### src/rtl/button_conditioner_pkg.sv
// -----------------------------------------------------------------------------
// button_conditioner_pkg
// Shared types and constants for the push-button conditioning block.
//   rpt_state_t    : per-channel auto-repeat FSM state encoding
//   DEF_*          : default timing constants for a 100 MHz system clock
//   cnt_width()    : width of a counter that must hold 0..max_count (min 1 bit)
// -----------------------------------------------------------------------------
package button_conditioner_pkg;

    typedef enum logic [1:0] {
        IDLE   = 2'd0,
        DELAY  = 2'd1,
        REPEAT = 2'd2
    } rpt_state_t;

    localparam int DEF_N_BTN           = 4;
    localparam int DEF_DEBOUNCE_CYCLES = 1_000_000;   // 10 ms
    localparam int DEF_REPEAT_DELAY    = 30_000_000;  // 300 ms
    localparam int DEF_REPEAT_PERIOD   = 10_000_000;  // 100 ms

    function automatic int cnt_width(input int max_count);
        return (max_count < 1) ? 1 : $clog2(max_count + 1);
    endfunction

endpackage

### src/rtl/button_conditioner_channel.sv
// -----------------------------------------------------------------------------
// button_channel
// One button: 2-flop synchroniser, debounce filter and hold-to-repeat FSM.
// Ports:
//   clk    in   system clock
//   reset  in   asynchronous active-high reset
//   raw    in   raw asynchronous button pin (active high)
//   level  out  debounced button state
//   press  out  1-cycle pulse on debounced press and on each auto-repeat
//   rel    out  1-cycle pulse on debounced release
// -----------------------------------------------------------------------------
module button_channel
    import button_conditioner_pkg::*;
#(
    parameter int DEBOUNCE_CYCLES = DEF_DEBOUNCE_CYCLES,
    parameter int REPEAT_DELAY    = DEF_REPEAT_DELAY,
    parameter int REPEAT_PERIOD   = DEF_REPEAT_PERIOD
) (
    input  logic clk,
    input  logic reset,
    input  logic raw,
    output logic level,
    output logic press,
    output logic rel
);

    localparam int CW = cnt_width(DEBOUNCE_CYCLES);
    localparam int RW = cnt_width((REPEAT_DELAY > REPEAT_PERIOD) ? REPEAT_DELAY : REPEAT_PERIOD);

    localparam logic [CW-1:0] DB_LAST = CW'((DEBOUNCE_CYCLES > 0) ? DEBOUNCE_CYCLES - 1 : 0);
    localparam logic [RW-1:0] RD_LAST = RW'((REPEAT_DELAY    > 0) ? REPEAT_DELAY    - 1 : 0);
    localparam logic [RW-1:0] RP_LAST = RW'((REPEAT_PERIOD   > 0) ? REPEAT_PERIOD   - 1 : 0);

    logic          s1, s2;
    logic          db;
    logic [CW-1:0] cnt;
    logic          db_accept, db_rise, db_fall;

    rpt_state_t    state, state_nxt;
    logic [RW-1:0] rcnt, rcnt_nxt;
    logic          press_nxt, rel_nxt;

    // --- stage: synchroniser + debounce ---
    // db flips on the edge where the mismatch has persisted DEBOUNCE_CYCLES
    // consecutive cycles; any agreeing cycle clears the run.
    assign db_accept = (s2 != db) && (cnt == DB_LAST);
    assign db_rise   = db_accept &  s2;
    assign db_fall   = db_accept & ~s2;

    always_ff @(posedge clk or posedge reset) begin
        if (reset) begin
            s1  <= 1'b0;
            s2  <= 1'b0;
            db  <= 1'b0;
            cnt <= '0;
        end else begin
            s1 <= raw;
            s2 <= s1;
            if (s2 == db) begin
                cnt <= '0;
            end else if (db_accept) begin
                db  <= s2;
                cnt <= '0;
            end else begin
                cnt <= cnt + CW'(1);
            end
        end
    end

    // --- stage: repeat FSM ---
    // Press/release pulses are registered on the same edge that db changes,
    // so they line up with the btn_level transition. Release wins over a
    // repeat pulse falling on the same edge.
    always_comb begin
        state_nxt = state;
        rcnt_nxt  = rcnt;
        press_nxt = 1'b0;
        rel_nxt   = 1'b0;
        if (db_fall) begin
            state_nxt = IDLE;
            rcnt_nxt  = '0;
            rel_nxt   = 1'b1;
        end else begin
            case (state)
                IDLE: begin
                    if (db_rise) begin
                        press_nxt = 1'b1;
                        rcnt_nxt  = '0;
                        state_nxt = DELAY;
                    end
                end
                DELAY: begin
                    if (REPEAT_DELAY == 0) begin
                        // Repeat disabled: park here until release.
                        rcnt_nxt = '0;
                    end else if (rcnt == RD_LAST) begin
                        press_nxt = 1'b1;
                        rcnt_nxt  = '0;
                        state_nxt = REPEAT;
                    end else begin
                        rcnt_nxt = rcnt + RW'(1);
                    end
                end
                REPEAT: begin
                    if (rcnt == RP_LAST) begin
                        press_nxt = 1'b1;
                        rcnt_nxt  = '0;
                    end else begin
                        rcnt_nxt = rcnt + RW'(1);
                    end
                end
                default: begin
                    state_nxt = IDLE;
                    rcnt_nxt  = '0;
                end
            endcase
        end
    end

    always_ff @(posedge clk or posedge reset) begin
        if (reset) begin
            state <= IDLE;
            rcnt  <= '0;
            press <= 1'b0;
            rel   <= 1'b0;
        end else begin
            state <= state_nxt;
            rcnt  <= rcnt_nxt;
            press <= press_nxt;
            rel   <= rel_nxt;
        end
    end

    assign level = db;

endmodule

### src/rtl/button_conditioner.sv
// -----------------------------------------------------------------------------
// button_conditioner
// Conditions raw player push-buttons for the paddle logic: per-button
// synchronise/debounce/edge/auto-repeat, plus up/down conflict cancellation.
// Pair k is bits {2k (up), 2k+1 (down)}.
// Ports:
//   clk          in   system clock (100 MHz)
//   reset        in   asynchronous active-high reset
//   btn_raw      in   raw asynchronous button pins, active high
//   btn_level    out  debounced button state
//   btn_press    out  1-cycle pulse on press and on each auto-repeat
//   btn_release  out  1-cycle pulse on release
//   move_level   out  pair-cancelled level, one cycle behind btn_level
// -----------------------------------------------------------------------------
module button_conditioner
    import button_conditioner_pkg::*;
#(
    parameter int N_BTN           = DEF_N_BTN,
    parameter int DEBOUNCE_CYCLES = DEF_DEBOUNCE_CYCLES,
    parameter int REPEAT_DELAY    = DEF_REPEAT_DELAY,
    parameter int REPEAT_PERIOD   = DEF_REPEAT_PERIOD
) (
    input  logic             clk,
    input  logic             reset,
    input  logic [N_BTN-1:0] btn_raw,
    output logic [N_BTN-1:0] btn_level,
    output logic [N_BTN-1:0] btn_press,
    output logic [N_BTN-1:0] btn_release,
    output logic [N_BTN-1:0] move_level
);

    genvar i;
    generate
        for (i = 0; i < N_BTN; i++) begin : g_ch
            button_channel #(
                .DEBOUNCE_CYCLES (DEBOUNCE_CYCLES),
                .REPEAT_DELAY    (REPEAT_DELAY),
                .REPEAT_PERIOD   (REPEAT_PERIOD)
            ) u_ch (
                .clk   (clk),
                .reset (reset),
                .raw   (btn_raw[i]),
                .level (btn_level[i]),
                .press (btn_press[i]),
                .rel   (btn_release[i])
            );
        end
    endgenerate

    // --- stage: pair cancellation ---
    // Holding both directions of a pair means "no motion" on either.
    always_ff @(posedge clk or posedge reset) begin
        if (reset) begin
            move_level <= '0;
        end else begin
            for (int k = 0; k < N_BTN / 2; k++) begin
                move_level[2*k]   <= btn_level[2*k]   & ~btn_level[2*k+1];
                move_level[2*k+1] <= btn_level[2*k+1] & ~btn_level[2*k];
            end
        end
    end

endmodule

### config.mk
export PLATFORM = sky130hd
export DESIGN_NAME = button_conditioner
export DESIGN_NICKNAME = d
export VERILOG_FILES = /design/src/rtl/button_conditioner_pkg.sv /design/src/rtl/button_conditioner_channel.sv /design/src/rtl/button_conditioner.sv
export SDC_FILE = /design/constraint.sdc
export NUM_CORES = 1
export LEC_CHECK = 0
export CORE_MARGIN = 5
export CORE_UTILIZATION = 60
export DETAILED_ROUTE_END_ITERATION = 7
export HOLD_SLACK_MARGIN = 0.1
export PLACE_DENSITY = 0.83
export SYNTH_ARGS = -nofsm -noshare
export SYNTH_HDL_FRONTEND = slang
export SYNTH_SLANG_ARGS = --single-unit
### constraint.sdc
create_clock -name clk -period 17.2 [get_ports clk]
set_input_delay 3.44 -clock clk [delete_from_list [all_inputs] [get_ports clk]]
set_output_delay 3.44 -clock clk [all_outputs]
set_load 0.02 [all_outputs]
==> flow_summary.yaml <==
routing:
  first_iter_violations: 680
  drt_drc_violations_left: 0
  viasPerCell: 6.101
  firstDrtPassIters: 5
  drtAntennaViolNets: 0
  route.final.wire_length_um: 22500
  drt-wirelength-per-cell_um: 15.58
  via_count: 8810
yosys:
  synth-warning-count: 0
  avgSynthCellArea_um2: 9.539
  post_synth_num_cell_types: 69
  synth_cells: 1194
  synthesis.nets: 1228
  synthesis.area_mm2: 0.01139
  async_reset_ff_share_pct: 100.0
  postSynth.topFlopCell: "sky130_fd_sc_hd__dfrtp_1"
  total_of_flip_flops_plus_latches_after_synthesis: 212
  yosys.area.top_type: "sky130_fd_sc_hd__dfrtp_1"
  synth_enable_flop_cells: 0
  seq_area_frac_synth_pct: 46.58
  post-synth-top-area-fraction_pct: 46.58
  ys_top_cells_by_area: "sky130_fd_sc_hd__dfrtp_1 47%, sky130_fd_sc_hd__nor2_1 5.5%, sky130_fd_sc_hd__xor2_1 5.4%, sky130_fd_sc_hd__nand3_1 4.8%, sky130_fd_sc_hd__nand2_1 3.5%"
timing:
  timing.final.setup_violations: 0
  timing.hold.ws_ns: 0.3465
  clock_skew_ns: 0.007308
  worst_slew_margin_rel_pct: 29.30
  period_minus_slack_ns: 5.070
  finalHoldViolations: 0
  fin_ws_ns: 12.13
  maxSlewViolCount: 0
  min_period_over_period_pct: 29.48
  max_slew.worst_pin.slew_ns: 1.051
  timing.fmax_mhz: 197.2
  unrepaired_setup_endpoints_after_global_routing: "false"
  setup_tns_ns: 0
layout:
  layout.cells.most_common: "sky130_fd_sc_hd__dfrtp_1"
  num-fill-cells: 1394
  n_antenna_cell: 0
  seqCellArea_mm2: 0.005305
  num-nets-final: 1230
  flow.area_growth_from_synthesis_pct: 9.348
  final_layout_size_suffix_gt1_share_pct: 6.777
  final_cell_mix: "212 x sky130_fd_sc_hd__dfrtp_1, 166 x sky130_fd_sc_hd__nor2_1, 109 x sky130_fd_sc_hd__nand3_1"
  area_of_the_multi_input_gates_mm2: 0.005715
setup_path:
  timing.setup.critical_path_class: "flip-flop to output pin"
  critical_path.endpoint_type: "output pin"
  crit_path_max_incr_delay_ns: 0.65
  worstSetupStartpointType: "flip-flop"
  critical_path.top_delay_family: "buffers and inverters"
  critical_path_required_ns: 13.76
  worstReg2RegStart: "g_ch[2].u_ch.cnt[0]"
  cpMaxStageDelayCell: "sky130_fd_sc_hd__clkdlybuf4s50_1"
  crit_path_max_fanout: 7
  worstSetupStartpoint: "g_ch[3].u_ch.level"
  timing.critical_path.arrival_ns: 1.63
  ordered_cell_list_for_the_critical_path: "clkdlybuf4s50_1"
  path_buf_inv: 1
min_path:
  hold_path_startpoint: "g_ch[1].u_ch.s1"
  timing.hold.worst.class: "flip-flop to flip-flop"
clock_network:
  cts.sinks: 212
  cts-htree-levels: 1
  cts_max_path_buffers: 3
  cts-buffers-inserted: 24
  clk_pin_slew_worst_paths_ns: 0.06
  post_cts_hold_buffer_count: 0
  cts.repair_timing.setup_buffer_count: 0
  clock_tree.root_cell: "sky130_fd_sc_hd__clkbuf_16"
  cts_tree: "done"
  clkLatencyLatePin_ns: 0.51
  post_cts_resize_count: 0
run_status:
  run_status: "complete, no violations"
place:
  pre_cts_ws_ns: 11.58
  detailedPlacementHpwl_um: 14540
  portBuffers: 21
  gp_routability_congestion: 0.8256
global_routing:
  antenna_found_initial: 0
  grt_remaining_overflow: 0
  first_global_vias: 8514
  gr-usage-all-layers_pct: 20.94
  grt_max_degree: 144
  grt_pass1_wl_um: 39500
floorplanning:
  die_area_mm2: 0.02184
  die_width_um: 147.8
  die_height_um: 147.8
  ios: 22
  initial_utilization_pct: 60.89
  core_region_area_mm2: 0.01871
  core.rowCount: 50
power:
  power.ir.vdd_worst_mv: 0.07201
  leakage_component_of_the_power_uw: 0.005238
  power.total_uw: 1018
  power_density_mw_per_mm2: 81.72
run:
  cap_violations: 0
==> cell families after synthesis <==
logic type	count (synthesis)	synth area share, %
DFF	212	46.58
xor gates and xnor gates	112	8.613
muxes	11	1.011
AOI/OAI and AO/OA	122	8.767
and+or+nand+nor	627	28.55
buffers and inverters	82	3.405
adders and majority gates	28	3.076
==> where the power goes <==
group | internal, µW | switching, µW
clock | 298 | 196
sequential | 502 | 2.81
combinational | 4.01 | 14.7
total | 805 | 213
==> routing by layer <==
layer | routed length [µm] | vias to the layer above | global-route usage [%] | part of all wire, %
met2 | 10680 | 182 | 34.85 | 47
met1 | 10400 | 4329 | 28.96 | 46
met5 | 0 | - | 0 | 0
li1 | - | 4257 | - | -
met3 | 853 | 42 | 3.004 | 3.8
met4 | 572 | 0 | 5.778 | 2.5
==> worst paths after layout <==
| kind | slack (ns) | end | depth (start not counted) |
|---|---|---|---|
| worst max-delay path | 12.13 | btn_level[3] | 1 |
| worst min-delay path | 0.35 | g_ch[1].u_ch.s2 | 0 |
| worst max register to register | 14.20 | g_ch[2].u_ch.rcnt[17] | 7 |
| worst min register to register | 0.35 | g_ch[1].u_ch.s2 | 0 |
| max in group asynchronous | 12.18 | g_ch[3].u_ch.rcnt[24] | 3 |
| min in group asynchronous | 3.54 | g_ch[0].u_ch.rel | 2 |
==> stage by stage <==
stage	utilization [%]	cell area [µm²]	instances
5_1_grt	66.58	12450	1444
6_report	66.58	12450	1444
4_1_cts	66.58	12450	1444
3_3_place_gp	62.47	11690	1404
3_5_place_dp	62.47	11690	1404
2_1_floorplan	-	11390	1194
==> synthesized netlist by cell type, types with 4 or more instances <==
cell                         n
sky130_fd_sc_hd__nor3b_1     8
sky130_fd_sc_hd__nand2_1   106
sky130_fd_sc_hd__a22o_1      6
sky130_fd_sc_hd__nand3_1   109
sky130_fd_sc_hd__ha_1       28
sky130_fd_sc_hd__and3_1     30
sky130_fd_sc_hd__dfrtp_1   212
sky130_fd_sc_hd__nor2_1    166
sky130_fd_sc_hd__nor2b_1     6
sky130_fd_sc_hd__or2_2       4
sky130_fd_sc_hd__o21ai_1     4
sky130_fd_sc_hd__clkbuf_1   26
sky130_fd_sc_hd__mux2i_1     7
sky130_fd_sc_hd__a21o_1      4
sky130_fd_sc_hd__o31ai_1     5
sky130_fd_sc_hd__or3_1       9
sky130_fd_sc_hd__xor2_1     70
sky130_fd_sc_hd__nor3_1     35
sky130_fd_sc_hd__buf_2       7
sky130_fd_sc_hd__or4_1       8
sky130_fd_sc_hd__mux2_2      4
sky130_fd_sc_hd__nor4b_1    11
sky130_fd_sc_hd__o311ai_0   12
sky130_fd_sc_hd__o311ai_2   13
sky130_fd_sc_hd__buf_4      13
sky130_fd_sc_hd__and4_1     19
sky130_fd_sc_hd__xnor2_1    42
sky130_fd_sc_hd__inv_1      33
sky130_fd_sc_hd__and2_1     14
sky130_fd_sc_hd__nand4_1    53
sky130_fd_sc_hd__o21ai_0    31
sky130_fd_sc_hd__a31oi_1     4
sky130_fd_sc_hd__nand2b_1    6
sky130_fd_sc_hd__o21a_1      4
sky130_fd_sc_hd__nor4_1     18
sky130_fd_sc_hd__a21oi_1    14
==> area by class of cell <==
cell class / count / area share (%)
clock buffer: 32 / 5.636
timing repair buffer: 25 / 1.929
multi-input combinational: 900 / 45.89
clock inverter: 8 / 0.5425
inverter: 33 / 1.055
tap: 234 / 2.351
sequential: 212 / 42.60
==> registers in the layout, indices dropped and copies added (netlist names) <==
name / cells
g_ch.u_ch.cnt: 80
move_level: 4
g_ch.u_ch.s2: 4
g_ch.u_ch.s1: 4
g_ch.u_ch.rel: 4
g_ch.u_ch.state: 8
g_ch.u_ch.rcnt: 100
g_ch.u_ch.press: 4
g_ch.u_ch.level: 4
(Power assumes the default switching activity.)
